[src/rtl/run_stats_if.sv]
// ---------------------------------------------------------------------------
// run_stats_if
// Record-drain handshake between run_stats and its consumer.
//
//   out_valid  producer -> consumer  head record available
//   out_len    producer -> consumer  run length of head record (CW bits)
//   out_ready  consumer -> producer  head accepted this cycle
//
// Modports: master = run_stats (record producer), slave = consumer.
// ---------------------------------------------------------------------------
interface run_stats_if #(
    parameter int CW = 8
);
    logic          out_valid;
    logic          out_ready;
    logic [CW-1:0] out_len;

    modport master (
        output out_valid,
        output out_len,
        input  out_ready
    );

    modport slave (
        input  out_valid,
        input  out_len,
        output out_ready
    );
endinterface

[src/rtl/run_stats.sv]
// ---------------------------------------------------------------------------
// run_stats
// Turns the sequence detector's Mealy pulses into run-length records.
// Z2 pulses (run continuing) are counted in a saturating accumulator; a Z1
// pulse (run ended) closes the run, queues its length in a small FIFO that is
// drained over a valid/ready handshake, and updates running totals.
//
// Ports
//   clk         system clock, all logic on posedge
//   reset       synchronous, active-low
//   Z1          run-end pulse
//   Z2          run-continue pulse
//   out_if      record handshake (master): out_valid, out_len, out_ready
//   run_count   completed runs since reset (pushed or dropped), saturating
//   max_run     longest completed run since reset (0 without RUN_STATS_MAX_EN)
//   drop_count  records lost to a full FIFO, saturating
//   err         sticky flag: Z1 and Z2 seen high in the same cycle
//
// Build option
//   RUN_STATS_MAX_EN  when defined, the max_run register and comparator are
//                     built; otherwise max_run is tied to 0.
// ---------------------------------------------------------------------------
module run_stats #(
    parameter int CW    = 8,
    parameter int DEPTH = 4
) (
    input  logic          clk,
    input  logic          reset,
    input  logic          Z1,
    input  logic          Z2,
    run_stats_if.master   out_if,
    output logic [CW-1:0] run_count,
    output logic [CW-1:0] max_run,
    output logic [CW-1:0] drop_count,
    output logic          err
);

    localparam int AW = (DEPTH > 1) ? $clog2(DEPTH) : 1;
    localparam int NW = AW + 1;

    typedef logic [CW-1:0] word_t;
    typedef logic [AW-1:0] ptr_t;
    typedef logic [NW-1:0] cnt_t;

    localparam word_t WORD_MAX = {CW{1'b1}};
    localparam cnt_t  CNT_FULL = cnt_t'(DEPTH);

    // Saturating increment shared by the accumulator and both counters.
    function automatic word_t sat_inc(input word_t v);
        return (v == WORD_MAX) ? v : v + word_t'(1);
    endfunction

    // -----------------------------------------------------------------------
    // State
    // -----------------------------------------------------------------------
    word_t acc_q, acc_d;
    ptr_t  wptr_q, wptr_d;
    ptr_t  rptr_q, rptr_d;
    cnt_t  cnt_q, cnt_d;
    word_t run_count_q, run_count_d;
    word_t drop_count_q, drop_count_d;
    logic  err_q, err_d;

    // Record storage is data only; it is never reset because out_len is
    // masked to 0 whenever the FIFO is empty.
    word_t mem_q [DEPTH];

    // -----------------------------------------------------------------------
    // Handshake decode
    // -----------------------------------------------------------------------
    logic empty;
    logic full;
    logic pop;
    logic push;
    logic drop;

    assign empty = (cnt_q == '0);
    assign full  = (cnt_q == CNT_FULL);
    assign pop   = !empty && out_if.out_ready;
    // A full FIFO still takes the record when the head leaves the same cycle.
    assign push  = Z1 && (!full || pop);
    assign drop  = Z1 && !push;

    // -----------------------------------------------------------------------
    // Next-state logic
    // -----------------------------------------------------------------------
    always_comb begin
        acc_d        = acc_q;
        wptr_d       = wptr_q;
        rptr_d       = rptr_q;
        cnt_d        = cnt_q;
        run_count_d  = run_count_q;
        drop_count_d = drop_count_q;
        err_d        = err_q;

        // Z1 has priority: a simultaneous Z2 is a protocol error and must not
        // extend the run being closed.
        if (Z1) begin
            acc_d = '0;
        end else if (Z2) begin
            acc_d = sat_inc(acc_q);
        end

        if (push) begin
            wptr_d = wptr_q + ptr_t'(1);
        end
        if (pop) begin
            rptr_d = rptr_q + ptr_t'(1);
        end

        unique case ({push, pop})
            2'b10:   cnt_d = cnt_q + cnt_t'(1);
            2'b01:   cnt_d = cnt_q - cnt_t'(1);
            default: cnt_d = cnt_q;
        endcase

        if (Z1) begin
            run_count_d = sat_inc(run_count_q);
        end
        if (drop) begin
            drop_count_d = sat_inc(drop_count_q);
        end
        if (Z1 && Z2) begin
            err_d = 1'b1;
        end
    end

    // -----------------------------------------------------------------------
    // Control registers
    // -----------------------------------------------------------------------
    always_ff @(posedge clk) begin
        if (!reset) begin
            acc_q        <= '0;
            wptr_q       <= '0;
            rptr_q       <= '0;
            cnt_q        <= '0;
            run_count_q  <= '0;
            drop_count_q <= '0;
            err_q        <= 1'b0;
        end else begin
            acc_q        <= acc_d;
            wptr_q       <= wptr_d;
            rptr_q       <= rptr_d;
            cnt_q        <= cnt_d;
            run_count_q  <= run_count_d;
            drop_count_q <= drop_count_d;
            err_q        <= err_d;
        end
    end

    // -----------------------------------------------------------------------
    // Record storage
    // -----------------------------------------------------------------------
    always_ff @(posedge clk) begin
        if (reset && push) begin
            mem_q[wptr_q] <= acc_q;
        end
    end

    // -----------------------------------------------------------------------
    // Longest run
    // -----------------------------------------------------------------------
`ifdef RUN_STATS_MAX_EN
    word_t max_run_q, max_run_d;

    // Dropped records still count toward the maximum.
    always_comb begin
        max_run_d = max_run_q;
        if (Z1 && (acc_q > max_run_q)) begin
            max_run_d = acc_q;
        end
    end

    always_ff @(posedge clk) begin
        if (!reset) begin
            max_run_q <= '0;
        end else begin
            max_run_q <= max_run_d;
        end
    end

    assign max_run = max_run_q;
`else
    assign max_run = '0;
`endif

    // -----------------------------------------------------------------------
    // Outputs, all decoded from registers
    // -----------------------------------------------------------------------
    assign out_if.out_valid = !empty;
    assign out_if.out_len   = empty ? '0 : mem_q[rptr_q];
    assign run_count        = run_count_q;
    assign drop_count       = drop_count_q;
    assign err              = err_q;

endmodule

[src/flat_wrapper.sv]
// flat-port wrapper written by rule: the top's interface ports become plain ports
module run_stats_flat 
#(
    parameter int CW    = 8,
    parameter int DEPTH = 4
)
  (clk, reset, Z1, Z2, run_count, max_run, drop_count, err, out_if_out_valid, out_if_out_len, out_if_out_ready);
  run_stats_if #(.CW(CW)) out_if_i ();
  input  logic clk;
  input  logic reset;
  input  logic Z1;
  input  logic Z2;
  output logic [CW-1:0] run_count;
  output logic [CW-1:0] max_run;
  output logic [CW-1:0] drop_count;
  output logic err;
  output wire logic [$bits(out_if_i.out_valid)-1:0] out_if_out_valid;
  output wire logic [$bits(out_if_i.out_len)-1:0] out_if_out_len;
  input wire logic [$bits(out_if_i.out_ready)-1:0] out_if_out_ready;
  assign out_if_out_valid = out_if_i.out_valid;
  assign out_if_out_len = out_if_i.out_len;
  assign out_if_i.out_ready = out_if_out_ready;
  run_stats #(.CW(CW), .DEPTH(DEPTH)) u_core (.clk(clk), .reset(reset), .Z1(Z1), .Z2(Z2), .out_if(out_if_i), .run_count(run_count), .max_run(max_run), .drop_count(drop_count), .err(err));
endmodule
[config.mk]
export PLATFORM = sky130hd
export DESIGN_NAME = run_stats_flat
export DESIGN_NICKNAME = d
export VERILOG_FILES = /design/src/rtl/run_stats_if.sv /design/src/rtl/run_stats.sv /design/src/flat_wrapper.sv
export SDC_FILE = /design/constraint.sdc
export NUM_CORES = 1
export LEC_CHECK = 0
export ABC_AREA = 1
export CORE_MARGIN = 5
export CORE_UTILIZATION = 55
export DETAILED_ROUTE_END_ITERATION = 6
export PLACE_DENSITY = 0.85
export SLEW_MARGIN = 20
export SYNTH_ARGS = -nofsm -noshare
export SYNTH_HDL_FRONTEND = slang
export SYNTH_SLANG_ARGS = --single-unit
[constraint.sdc]
create_clock -name clk -period 2.3 [get_ports clk]
set_clock_uncertainty 0.05 [all_clocks]
set_input_delay 0.46 -clock clk [delete_from_list [all_inputs] [get_ports clk]]
set_output_delay 0.46 -clock clk [all_outputs]
set_load 0.005 [all_outputs]
==> run_results.csv, run 1 <==
group,metric,value,unit
logic_synthesis,ys_types,27,
cells_and_area,nFillCells,427,
timing,tns,0,ns
timing,finalSetupViolCount,0,
critical_path,path_buf_inv,2,
logic_synthesis,synth_area_leaders,"edfxtp_1 30%, dfxtp_1 21%, nor2_1 8.6%",
critical_path,reg2reg_from,"u_core.cnt_q[1]$_SDFFE_PN0P_",
grt,grt_max_degree,17,
outcome,status,"finished clean",
drt,dr.first_iter.drc_count,133,
logic_synthesis,synth-main-ff-cell,"dfxtp_1",
logic_synthesis,seq_area_frac_synth,0.515,
cells_and_area,regArea,1650,um2
placement,placed_area,3580,um2
floorplanning,fp.dieH,86.2,um
power_and_ir_drop,power.leakage,1.55,nW
timing,rsz0062_at_grt,"no",
grt,grt_pass1_vias,2429,
placement,place_worst_setup_slack,-0.0747,ns
cts,insertion_delay,0.34,ns
timing,slew_violations,0,
cells_and_area,final_area,3830,um2
min_path,hold_path_class,"flip-flop to flip-flop",
critical_path,end_kind,"primary output",
timing,min_period_over_period,0.960,
cts,cts-root-buf,"clkbuf_8",
logic_synthesis,synth.cell_area,3190,um2
cts,post_cts_buffers,0,
drt,viasPerCell,5.22,
logic_synthesis,yosys-top-cells-count,"73 x nor2_1, 71 x nand2_1, 38 x inv_1",
cells_and_area,drive_gt1_frac,0.106,
cells_and_area,final_util,0.686,
placement,place_inst,490,
critical_path,arrival,1.70,ns
critical_path,cp_cell_sequence,"buf_6, nor2_1, nor2_1, o21ai_0, a21oi_1, clkdlybuf4s50_1",
timing,min_period,2.21,ns
power_and_ir_drop,peakVddDrop,0.577,mV
critical_path,crit_top_cell,"nor2_1",
drt,dr.pass1.iters,5,
drt,drc_errors,0,
logic_synthesis,yosys_warnings,0,
drt,post_drt_wl_per_cell,13.2,um
cells_and_area,final_net_count,443,
critical_path,crit_fanout,7,
logic_synthesis,synth_most_common_cell,"nor2_1",
cts,cts_tree,"done",
logic_synthesis,yosys.area.top_type,"edfxtp_1",
timing,max_freq,0.453,GHz
min_path,worstHoldStart,"u_core.err$_SDFFE_PN0P_",
drt,finalWirelength,6690,um
floorplanning,dieArea,7420,um2
logic_synthesis,synth_cells,386,
drt,via_count,2641,
run,maxCapViolations,0,
cts,clockBufferDepth,2,
logic_synthesis,synth_top_area_share,0.301,
placement,port_buffers,30,
cts,clock-sinks,66,
critical_path,worstSetupStartpointType,"flip-flop",
grt,track_usage,0.193,
timing,hold-worst-slack,0.440,ns
floorplanning,rows,27,
logic_synthesis,synthArstFlopShare,0,
cells_and_area,multi_input_area,1310,um2
timing,setup_slack,0.0927,ns
cells_and_area,final_cells,506,
critical_path,worstPathRequired,1.79,ns
cts,clk_pin_slew,0.07,ns
critical_path,crit_path_max_incr_delay,0.51,ns
logic_synthesis,ys_ff_latch,66,
critical_path,cp_slowest_cell,"clkdlybuf4s50_1",
floorplanning,pin_count,39,
floorplanning,core-area,5570,um2
critical_path,cp_top_family,"buffers and inverters",
grt,antenna_found_initial,0,
grt,grt_pass1_wl,11200,um
timing,hold_viol_final,0,
power_and_ir_drop,power_density,842,nW/um2
cts,hold_buffers,0,
placement,gp_congestion,0.829,
power_and_ir_drop,power,3.22,mW
critical_path,critPathKind,"flip-flop to primary output",
drt,drtAntennaViolNets,0,
cells_and_area,area_growth,20.0,%
cells_and_area,antenna_cells,0,
grt,grt_overflow_total,0,
floorplanning,die_w,86.2,um
cts,cts_buffers,9,
logic_synthesis,synth_edf_count,32,
placement,hpwl,4600,um
cts,h-tree-depth,3,
logic_synthesis,syn_area_per_cell,8.26,um2
floorplanning,start_util,0.572,
path summary, 6_finish.rpt:
kind | slack (ns) | cells after the start | endpoint
worst min register to register | 0.44 | 2 | u_core.err$_SDFFE_PN0P_
worst max-delay path | 0.09 | 6 | out_if_out_len[3]
worst max register to register | 0.36 | 12 | u_core.cnt_q[2]$_SDFFE_PN0P_
worst min-delay path | 0.44 | 2 | u_core.err$_SDFFE_PN0P_
sequential cells by signal, summed over array words and instances, names as in the netlist, named ones only:
register,cells
u_core.rptr_q,2
u_core.drop_count,8
u_core.mem_q,32
u_core.acc_q,8
u_core.run_count,8
u_core.cnt_q,3
u_core.wptr_q,2
u_core.err,1
cell usage in the layout, fill, tap and decap left out:
| cell | n |
|---|---|
| a21oi_1 | 30 |
| a31oi_1 | 1 |
| buf_4 | 11 |
| buf_6 | 1 |
| bufinv_16 | 2 |
| clkbuf_8 | 10 |
| clkdlybuf4s50_1 | 23 |
| clkinv_2 | 1 |
| clkinv_4 | 2 |
| clkinvlp_4 | 1 |
| conb_1 | 8 |
| dfxtp_1 | 33 |
| dfxtp_4 | 1 |
| dlygate4sd2_1 | 3 |
| dlymetal6s2s_1 | 4 |
| edfxtp_1 | 32 |
| fa_1 | 1 |
| ha_1 | 8 |
| inv_1 | 38 |
| inv_2 | 4 |
| nand2_1 | 71 |
| nand2_2 | 2 |
| nand2_4 | 4 |
| nand3_1 | 18 |
| nand3_2 | 1 |
| nand3b_1 | 2 |
| nand4_1 | 7 |
| nor2_1 | 73 |
| nor2_2 | 5 |
| nor2_4 | 1 |
| nor3_1 | 2 |
| o21ai_0 | 28 |
| o21ai_1 | 1 |
| xor2_1 | 5 |
cell families after synthesis:
family	after synthesis	share of synthesized area
AOI/OAI and AO/OA	60	0.0945
xor gates and xnor gates	5	0.0137
adders and majority gates	9	0.0377
buffers and inverters	59	0.0843
DFF	66	0.515
other	1	0.00118
and+or+nand+nor	186	0.254
final cells by class:
cell class / count / area share
Clock buffer: 10 / 0.0360
Clock inverter: 6 / 0.0235
Inverter: 42 / 0.0412
Multi-Input combinational cell: 268 / 0.341
Sequential cell: 66 / 0.430
Tap cell: 72 / 0.0235
Timing Repair Buffer: 42 / 0.105
worst reg2reg max path, stage by stage, from the launching register on:
cell and delay, ns:
dfxtp_1 0.36, nor2_2 0.06, nand2_1 0.09, inv_2 0.11, nor2_4 0.15, ha_1 0.16, inv_1 0.05, fa_1 0.37
a21oi_1 0.15, o21ai_0 0.12, nand2_1 0.07, nand2_1 0.04, nor2_1 0.08
what timing repair did:
action / CTS / global route
pin swaps: 2 / 4
resized for setup: 5 / 5
setup endpoints to repair: 8 / 5
report_power, final:
part / total [mW] / switching (mW) / internal, mW
registers: 1.36 / 0.0558 / 1.30
logic: 0.779 / 0.440 / 0.339
clock network: 1.09 / 0.445 / 0.641
per-layer routing:
metal  track usage  vias up  share of wire
li1              -     1321              -
met1         0.236     1209           0.42
met2         0.325       95           0.50
met3        0.0375       16          0.065
met4        0.0950        0          0.021
met5             0        -              0
No activity file was read; power rests on OpenSTA's default activity.
==> run 2, diff against run 1 <==
Settings changed: CTS_CLUSTER_SIZE set to 10.
==> results of run 2 <==
No change in the layout: final DEF, timing and power equal those of run 1.
==> run 3, diff against run 2 <==
Settings changed: CORE_MARGIN 5 to not set, TNS_END_PERCENT set to 20.
==> run_results.csv, run 3 (synthesis gave the netlist of run 1 again) <==
group,metric,value,unit
outcome,status,"finished clean",
grt,grt_overflow_total,0,
timing,slew_violations,0,
placement,hpwl,4390,um
min_path,hold_path_class,"flip-flop to flip-flop",
floorplanning,core-area,5540,um2
grt,grt_pass1_wl,10800,um
critical_path,path_buf_inv,2,
critical_path,arrival,1.72,ns
critical_path,crit_top_cell,"nor2_1",
grt,grt_pass1_vias,2429,
drt,dr.first_iter.drc_count,197,
cells_and_area,antenna_cells,0,
critical_path,worstPathRequired,1.79,ns
cts,h-tree-depth,3,
placement,placed_area,3580,um2
cts,hold_buffers,0,
critical_path,crit_fanout,8,
cts,cts_tree,"done",
drt,post_drt_wl_per_cell,13.2,um
drt,viasPerCell,5.21,
critical_path,critPathKind,"flip-flop to primary output",
critical_path,worstSetupStartpointType,"flip-flop",
cells_and_area,layout_commonest_cell,"nor2_1",
cells_and_area,nFillCells,389,
placement,port_buffers,30,
grt,track_usage,0.232,
critical_path,cp_top_family,"buffers and inverters",
power_and_ir_drop,power.leakage,1.58,nW
critical_path,cp_cell_sequence,"buf_6, nor2_1, nor2_1, o21ai_0, a21oi_1, clkdlybuf4s50_1",
timing,min_period_over_period,0.968,
cts,clockBufferDepth,2,
cells_and_area,top_register,"u_core.mem_q",
floorplanning,rows,27,
cts,clock-sinks,66,
cells_and_area,largest_register_ffs,32,
floorplanning,pin_count,39,
power_and_ir_drop,switching_share,0.288,
power_and_ir_drop,power,3.35,mW
drt,drtAntennaViolNets,0,
power_and_ir_drop,p_sw,0.967,mW
drt,via_count,2649,
floorplanning,fp.dieH,78.2,um
cells_and_area,final_area,3870,um2
cts,post_cts_buffers,0,
critical_path,cp_slowest_cell,"clkdlybuf4s50_1",
timing,hold_viol_final,0,
cts,clk_pin_slew,0.07,ns
grt,antenna_found_initial,0,
min_path,worstHoldStart,"u_core.run_count[1]$_SDFFE_PN0P_",
timing,tns,0,ns
cts,cts_buffers,9,
critical_path,end_kind,"primary output",
run,maxCapViolations,0,
critical_path,crit_path_max_incr_delay,0.51,ns
power_and_ir_drop,power_density,867,nW/um2
cells_and_area,most-common-layout-cells,"73 x nor2_1, 71 x nand2_1, 37 x inv_1",
timing,min_period,2.23,ns
floorplanning,dieArea,6110,um2
cells_and_area,area_growth,21.3,%
floorplanning,die_w,78.2,um
cells_and_area,drive_gt1_frac,0.110,
timing,finalSetupViolCount,0,
cts,insertion_delay,0.34,ns
drt,finalWirelength,6710,um
power_and_ir_drop,clockPowerShare,0.349,
timing,rsz0062_at_grt,"yes",
grt,grt_max_degree,17,
timing,max_freq,0.449,GHz
power_and_ir_drop,power_frac_seq,0.405,
placement,gp_congestion,0.832,
critical_path,reg2reg_from,"u_core.cnt_q[1]$_SDFFE_PN0P_",
cts,cts-root-buf,"clkbuf_8",
power_and_ir_drop,p_int,2.39,mW
drt,drc_errors,0,
power_and_ir_drop,peakVddDrop,0.444,mV
floorplanning,start_util,0.576,
drt,dr.pass1.iters,5,
cells_and_area,final_net_count,445,
power_and_ir_drop,p_comb_frac,0.247,
run 3: final timing paths:
| kind | end | cells past startpoint | slack (ns) |
|---|---|---|---|
| setup / recovery | out_if_out_len[4] | 6 | 0.07 |
| hold / removal | u_core.run_count[1]$_SDFFE_PN0P_ | 2 | 0.47 |
| setup reg to reg | u_core.cnt_q[2]$_SDFFE_PN0P_ | 12 | 0.35 |
| hold reg to reg | u_core.run_count[1]$_SDFFE_PN0P_ | 2 | 0.47 |
run 3: final cells by class:
type | instances | area [um2] | area share
Clock buffer | 9 | 124 | 0.0320
Clock inverter | 7 | 116 | 0.0301
Inverter | 42 | 165 | 0.0427
Multi-Input combinational cell | 268 | 1310 | 0.337
Sequential cell | 66 | 1650 | 0.425
Tap cell | 72 | 90.1 | 0.0233
Timing Repair Buffer | 44 | 422 | 0.109
run 3: worst register-to-register path: stages (launching register included):
cell and delay, ns:
dfxtp_1 0.37, nor2_2 0.07, nand2_1 0.09, inv_2 0.12, nor2_4 0.15, ha_1 0.17, inv_1 0.06, fa_1 0.37
a21oi_1 0.14, o21ai_0 0.12, nand2_1 0.08, nand2_1 0.04, nor2_1 0.07
run 3: stage by stage:
stage / hold slack [ns] / utilization / worst slack, ns / std cells
after floorplan: 0.407 / - / 0.475 / 393
after global placement: 0.429 / 0.647 / -0.0129 / 490
after detailed placement: 0.430 / 0.647 / -0.0704 / 490
after CTS: 0.470 / 0.695 / 0.0201 / 508
after global routing: 0.499 / 0.698 / -0.0494 / 508
final: 0.470 / 0.698 / 0.0738 / 508
run 3: what timing repair did:
action,in CTS,in global routing
resized for setup,8,7
pin swaps,1,0
gates cloned,2,0
endpoints found under the setup margin,8,7
run 3: power by group through the flow:
stage               clock (mW)  combinational (mW)  sequential, mW
detailed placement           0               0.810            1.37
CTS                       1.19               0.845            1.35
global placement             0               0.778            1.37
finish                    1.17               0.827            1.36
floorplan                    0               0.467            1.36
global route              1.23               0.917            1.37
run 3: routing by layer:
metal / up-vias / share of wire / GRT usage
met5: - / 0 / 0
met4: 0 / 0.021 / 0.113
met3: 14 / 0.062 / 0.0663
met2: 88 / 0.49 / 0.386
met1: 1212 / 0.43 / 0.277
li1: 1335 / - / -
